File: src/rtl/button_debounce.sv
// Push-button synchronizer and debouncer: emits one registered single-clock pulse
// for each accepted press; releases only re-arm the block.
module button_debounce #(
  parameter int DEBOUNCE_CYCLES = 1_000_000,
  parameter int SYNC_STAGES     = 2
) (
  input  logic clk,
  input  logic reset,
  input  logic button_in,
  output logic button_out
);

  localparam int CNT_W = (DEBOUNCE_CYCLES > 1) ? $clog2(DEBOUNCE_CYCLES) : 1;
  localparam logic [CNT_W-1:0] CNT_LAST = CNT_W'(DEBOUNCE_CYCLES - 1);

  logic [SYNC_STAGES-1:0] sync_q;
  logic [SYNC_STAGES-1:0] sync_d;
  logic                   sync_in;
  logic                   stable_q;
  logic                   stable_d;
  logic [CNT_W-1:0]       cnt_q;
  logic [CNT_W-1:0]       cnt_d;
  logic                   button_out_q;
  logic                   button_out_d;

  // button_in is sampled only by the first stage of this chain
  assign sync_d[0] = button_in;
  generate
    for (genvar gi = 1; gi < SYNC_STAGES; gi++) begin : g_sync
      assign sync_d[gi] = sync_q[gi-1];
    end
  endgenerate

  assign sync_in = sync_q[SYNC_STAGES-1];

  always_comb begin
    stable_d     = stable_q;
    cnt_d        = cnt_q;
    button_out_d = 1'b0;
    if (sync_in == stable_q) begin
      cnt_d = '0;
    end else if (cnt_q == CNT_LAST) begin
      // Full window of disagreement: accept the new level; only a rise pulses
      stable_d     = sync_in;
      cnt_d        = '0;
      button_out_d = sync_in;
    end else begin
      cnt_d = cnt_q + CNT_W'(1);
    end
  end

  always_ff @(posedge clk) begin
    if (!reset) begin
      sync_q       <= '0;
      stable_q     <= 1'b0;
      cnt_q        <= '0;
      button_out_q <= 1'b0;
    end else begin
      sync_q       <= sync_d;
      stable_q     <= stable_d;
      cnt_q        <= cnt_d;
      button_out_q <= button_out_d;
    end
  end

  assign button_out = button_out_q;

endmodule

File: config.mk
export PLATFORM = sky130hd
export DESIGN_NAME = button_debounce
export DESIGN_NICKNAME = d
export VERILOG_FILES = /design/src/rtl/button_debounce.sv
export SDC_FILE = /design/constraint.sdc
export NUM_CORES = 1
export LEC_CHECK = 0
export ABC_CLOCK_PERIOD_IN_PS = 2200
export CAP_MARGIN = 5
export CORE_MARGIN = 1.5
export CORE_UTILIZATION = 40
export CTS_CLUSTER_DIAMETER = 50
export DETAILED_ROUTE_END_ITERATION = 6
export PLACE_DENSITY_LB_ADDON = 0.25
export SETUP_SLACK_MARGIN = 0.3
export SLEW_MARGIN = 5
export SYNTH_ARGS = -nofsm -noshare
export SYNTH_HDL_FRONTEND = slang
export SYNTH_SLANG_ARGS = --single-unit
File: constraint.sdc
create_clock -name clk -period 2.2 [get_ports clk]
set_input_delay 0.22 -clock clk [delete_from_list [all_inputs] [get_ports clk]]
set_output_delay 0.22 -clock clk [all_outputs]
set_load 0.01 [all_outputs]
==> results of run 1 <==
[worst max-delay path by stage]
stage / end / slack [ns] / depth (start not counted)
global route: cnt_q[13]$_SDFF_PP0_ / 0.25 / 5
CTS: cnt_q[17]$_SDFF_PP0_ / 0.29 / 5
floorplan: cnt_q[3]$_SDFF_PP0_ / 0.43 / 5
finish: cnt_q[6]$_SDFF_PP0_ / 0.29 / 5
detailed placement: cnt_q[6]$_SDFF_PP0_ / 0.26 / 5
global placement: cnt_q[6]$_SDFF_PP0_ / 0.29 / 5
[stage by stage]
step	cells	utilization, %
6_report	159	50.6
3_3_place_gp	151	45.3
4_1_cts	155	47.7
3_5_place_dp	151	45.3
2_1_floorplan	120	-
5_1_grt	159	50.6
[placed cells by master, fill, tap and decap left out, types with 2 or more instances in the layout]
cell type        synthesis  final
nand2_1                  7      6
or3_1                    4      4
and2_1                   4      4
nand3_1                 10     10
nor4_1                   2      2
xor2_1                  10     10
nor2_1                  13     12
buf_6                    0      2
or4_4                    1      2
or4_1                    4      3
o31ai_1                  3      3
inv_1                    2      2
xnor2_1                  2      2
dfxtp_2                  0      5
a21oi_1                  7      4
and3_1                   3      3
dfxtp_1                 24     19
o21ai_0                  4      4
clkbuf_4                 0      3
a21oi_2                  0      3
clkdlybuf4s50_1          0      3
nand4_1                  5      5
buf_4                    1      5
[critical path, delay by kind of cell, from the launching register on]
kind | cells | cell delay (ns)
AO/OA/AOI/OAI | 2 | 0.28
buffers and inverters | 1 | 0.19
flip-flops | 1 | 0.36
AND/OR/NAND/NOR | 2 | 0.98
[power breakdown]
part | leakage (nW) | internal [mW] | total [mW] | switching (mW)
registers | 0.196 | 0.437 | 0.438 | 0.00153
logic | 0.172 | 0.00808 | 0.0153 | 0.00726
clock network | 0.0279 | 0.184 | 0.320 | 0.136
total | 0.397 | 0.629 | 0.774 | 0.145
[metal layers]
metal | vias up | part of all wire [%] | GRT usage (%)
met5 | - | 0 | 0
met4 | 0 | 0.55 | 3.75
met3 | 2 | 2.5 | 5.74
met2 | 5 | 48 | 28.4
met1 | 419 | 49 | 20.0
li1 | 446 | - | -
[sequential cells by signal (all words and copies together), names as in the netlist]
name and count:
button_out 1, sync_q 2, stable_q 1, cnt_q 20
[cell families after synthesis]
family | share of synthesized area (%)
AOI/OAI and AO/OA | 9.13
xor gates and xnor gates | 9.84
adders and majority gates | 1.17
buffers and inverters | 3.05
DFF | 45.0
and+or+nand+nor | 31.9
[what timing repair did]
item / 4_1_cts / 5_1_grt
pin swaps: 0 / 3
gates resized for setup: 3 / 16
setup endpoints to repair: 20 / 22
setup buffers: 0 / 2
cloned: 0 / 2
[cell type report]
class / instances / area share (%)
Multi-Input combinational cell: 89 / 46.7
Sequential cell: 24 / 38.5
Timing Repair Buffer: 10 / 7.12
Tap cell: 30 / 2.97
Clock inverter: 1 / 2.37
Clock buffer: 3 / 1.78
Inverter: 2 / 0.593
==> metrics.md, run 1 <==
| Metric | Value |
|---|---|
| Status | `finished, final reports clean` |
| CP max FO | `5` |
| Drt via density | `5.48` |
| Layout cells sized above 1 | `21.7%` |
| Worst-path clk slew | `0.14 ns` |
| F_max | `524 MHz` |
| Worst Path Arrival | `2.13 ns` |
| Antenna Nets Post-Route | `0` |
| Place WS | `0.264 ns` |
| Finished layout cell area | `1260 µm²` |
| Setup Viol. Count Final | `0` |
| Worst min path class | `in2reg` |
| Most common cell in the synthesized netlist | `dfxtp_1` |
| Synthesis Warnings | `0` |
| Clock latency on the worst-skew pair | `0.32 ns` |
| Top cells by area, synth | `dfxtp_1, xor2_1, nand3_1` |
| RSZ-0062 raised after global routing | `yes` |
| Setup TNS | `0 ns` |
| Power per standard cell area | `612 nW/µm²` |
| Dominant cell type by area after synthesis | `dfxtp_1` |
| Num CTS Buffers | `3` |
| Post-Synthesis Cells | `120` |
| Pre-Repair DR Iteration Count | `4` |
| Site Rows | `18` |
| Synth async-reset ratio | `0%` |
| Avg Inst Size Synth | `8.90 µm²` |
| Synth Flop Type | `dfxtp_1` |
| GR Util All Layers | `16.7%` |
| Number of diodes | `0` |
| # clock sinks | `24` |
| R2R cell count | `5` |
| Critical path launch point type | `flip-flop` |
| EDFF count, synth | `0` |
| Slowest cell delay on critical path | `0.53 ns` |
| Reg2reg start | `cnt_q[13]$_SDFF_PP0_` |
| DPL Wire Length | `1470 µm` |
| Hold Path End | `sync_q[0]$_SDFF_PN0_` |
| DRT iter0 DRCs | `10` |
| Gp weighted congestion | `0.736` |
| Routed wire length | `2200 µm` |
| CP most frequent cell | `or4_4` |
| First-pass GRT wire length | `3550 µm` |
| Initial antenna violation count | `0` |
| Post-synth cell types | `30` |
| Die area | `2990 µm²` |
| Buffers on Ports | `3` |
| DRC | `0` |
| Final Max Slew Viols | `0` |
| Placed Instance Area | `1130 µm²` |
| Data required time of the worst path | `2.42 ns` |
| Hold depth | `2` |
| VDD IR-drop max | `0.637 mV` |
| Final hold slack | `0.458 ns` |
| Via count | `872` |
| Seq cells post-synth | `24` |
| Final Hold Viols | `0` |
| Worst reg-to-reg setup slack | `0.29 ns` |
| Chip height | `54.7 µm` |
| CTS tree | `done` |
| Tmin final | `1.91 ns` |
| Wire per inst | `13.8 µm` |
| Synth top cells by count | `dfxtp_1, nor2_1, nand3_1, xor2_1` |
| Initial Utilization | `42.7%` |
| Register area share after synthesis | `45.0%` |
| Worst r2r dst | `cnt_q[6]$_SDFF_PP0_` |
| Syn Nets | `124` |
| Max Cap Viol | `0` |
| Largest net degree at the start of global routing | `21` |
| FF/Latch Area | `487 µm²` |
| Area grow syn2layout | `18.4%` |
| Cts hold-fix bufs | `0` |
| CP max-delay cell | `or4_4` |
| Core Region | `2500 µm²` |
| Fin crit share | `86.7%` |
| Crit. End Element | `flip-flop` |
| Post-Synthesis Cell Area | `1070 µm²` |
| I/O Pins | `4` |
| Fill count | `240` |
| WS Path Type | `reg2reg` |
| Clock skew | `0.00683 ns` |
| Tot Pwr | `0.774 mW` |
| Hold Path Origin | `button_in` |
| Final Net Count | `134` |
| Relative slew slack | `78.9%` |
| Multi-input logic area | `591 µm²` |
| Die W | `54.7 µm` |
| Post-synth top area share | `45.0%` |
| Critical path, cell by cell | `or4_4 -> or4_4 -> o211ai_4 -> buf_4 -> a21oi_1` |
| Post-layout worst setup margin | `0.292 ns` |
| GRT Residual Overflow | `0` |
| Slew @ Worst Pin | `0.314 ns` |
| Leakage Power | `0.397 nW` |
| Clk buf depth | `2` |
| H-tree lvl count | `1` |
| Crit path from | `cnt_q[13]$_SDFF_PP0_` |
| CTS root buffer | `clkbuf_4` |
| Vias in the first global route | `838` |
Note: power is estimated with default switching activity, not from simulation.
==> inputs of run 2 (changes only) <==
GPL_TIMING_DRIVEN = 0   (was not set)
==> metrics.md, run 2 (synthesized netlist as in run 1, its figures left out) <==
| Metric | Value |
|---|---|
| VDD IR-drop max | `0.349 mV` |
| Power per standard cell area | `599 nW/µm²` |
| H-tree lvl count | `1` |
| CP max-delay cell | `or4_4` |
| Wire per inst | `14.2 µm` |
| Final Net Count | `138` |
| Gp weighted congestion | `0.833` |
| Clock latency on the worst-skew pair | `0.32 ns` |
| DRT iter0 DRCs | `9` |
| Slowest cell delay on critical path | `0.53 ns` |
| CP most frequent cell | `or4_4` |
| Num CTS Buffers | `3` |
| Final Max Slew Viols | `0` |
| Cts hold-fix bufs | `0` |
| Site Rows | `18` |
| GR Util All Layers | `17.7%` |
| Data required time of the worst path | `2.42 ns` |
| Clk buf depth | `2` |
| Antenna Nets Post-Route | `0` |
| Initial Utilization | `42.7%` |
| Via count | `901` |
| Largest regs | `cnt_q (20), sync_q (2)` |
| Leakage Power | `0.414 nW` |
| GRT Residual Overflow | `0` |
| CTS tree | `done` |
| Critical path buffers and inverters | `1` |
| Dpl cells | `153` |
| Drt via density | `5.53` |
| Number of diodes | `0` |
| Setup Viol. Count Final | `0` |
| Largest delay share family, worst path | `simple AND/OR/NAND/NOR gates` |
| Commonest non-fill, non-tap cell in the layout | `dfxtp_1` |
| Die area | `2990 µm²` |
| Status | `finished, final reports clean` |
| Final Hold Viols | `0` |
| CP max FO | `10` |
| Core Region | `2500 µm²` |
| Chip height | `54.7 µm` |
| I/O Pins | `4` |
| Worst min path class | `reg2reg` |
| CTS root buffer | `clkbuf_4` |
| F_max | `522 MHz` |
| Critical path launch point type | `flip-flop` |
| WS Path Type | `reg2reg` |
| Max Cap Viol | `0` |
| Critical path, cell by cell | `or4_4 -> or4_4 -> o211ai_4 -> buf_6 -> nor2_1` |
| Vias in the first global route | `867` |
| Largest net degree at the start of global routing | `15` |
| Slew @ Worst Pin | `0.315 ns` |
| DPL Wire Length | `1540 µm` |
| Area grow syn2layout | `21.3%` |
| Most frequent cells in the layout | `dfxtp_1, nor2_1, nand3_1, xor2_1, nand2_1` |
| Fin crit share | `87.0%` |
| # clock sinks | `24` |
| Crit. End Element | `flip-flop` |
| Setup TNS | `0 ns` |
| Top reg by flops | `cnt_q` |
| First-pass GRT wire length | `3800 µm` |
| Initial antenna violation count | `0` |
| DRC | `0` |
| Finished layout cell area | `1300 µm²` |
| Placed Instance Area | `1140 µm²` |
| Tmin final | `1.91 ns` |
| Pre-Repair DR Iteration Count | `4` |
| Buffers on Ports | `3` |
| Relative slew slack | `78.8%` |
| Worst-path clk slew | `0.15 ns` |
| Layout cells sized above 1 | `23.3%` |
| Routed wire length | `2310 µm` |
| Worst Path Arrival | `2.13 ns` |
| Clock skew | `0.0185 ns` |
| Largest register FFs | `20` |
| Final Non-Filler Cells | `163` |
| Die W | `54.7 µm` |
| RSZ-0062 raised after global routing | `yes` |
[run 2: what timing repair did]
action / CTS / global route
endpoints found under the setup margin: 21 / 22
gates resized for setup: 8 / 14
pin swaps: 0 / 2
cloned: 0 / 1
buffers inserted: 0 / 5
[run 2: report_power, final]
part           internal (mW)  leakage [nW]  total [mW]  switching (mW)
Clock                  0.184        0.0279       0.323           0.138
Combinational        0.00832         0.189      0.0163         0.00798
Sequential             0.436         0.197       0.437         0.00157
Total                  0.628         0.414       0.776           0.148
[run 2: layout make-up]
cell class | instances | area [µm²]
fillers | 248 | 1200
multi-input cells | 89 | 591
flip-flops and latches | 24 | 490
repair buffers | 9 | 78.8
plain buffers | 5 | 38.8
well taps | 30 | 37.5
clock inverters | 1 | 30.0
clock buffers | 3 | 22.5
inverters | 2 | 7.51
[run 2: per-layer routing]
layer / track usage (%) / share of wire [%] / vias up
met4: 5.83 / 1.1 / 0
met1: 21.9 / 44 / 432
li1: - / - / 455
met5: 0 / 0 / -
met3: 3.28 / 2.3 / 4
met2: 30.6 / 52 / 10
[run 2: worst reg2reg max path: stages (launching register included)]
cell	delay (ns)
dfxtp_2	0.36
or4_4	0.53
or4_4	0.46
o211ai_4	0.24
buf_6	0.18
nor2_1	0.06
[run 2: worst paths after layout]
check                       startpoint              endpoint  slack [ns]  depth (start not counted)
setup reg to reg  cnt_q[13]$_SDFF_PP0_  cnt_q[12]$_SDFF_PP0_        0.29                          5
setup / recovery  cnt_q[13]$_SDFF_PP0_  cnt_q[12]$_SDFF_PP0_        0.29                          5
hold reg to reg    cnt_q[0]$_SDFF_PP0_   cnt_q[0]$_SDFF_PP0_        0.45                          1
hold / removal     cnt_q[0]$_SDFF_PP0_   cnt_q[0]$_SDFF_PP0_        0.45                          1
[run 2: metrics by stage]
stage,util (%),power (mW),hold WS [ns],setup WS (ns)
6_report,51.9,0.776,0.452,0.285
3_3_place_gp,45.4,0.459,0.416,0.279
5_1_grt,51.9,0.800,0.463,0.208
4_1_cts,48.6,0.781,0.452,0.282
2_1_floorplan,-,0.453,0.342,0.430
3_5_place_dp,45.4,0.460,0.427,0.237
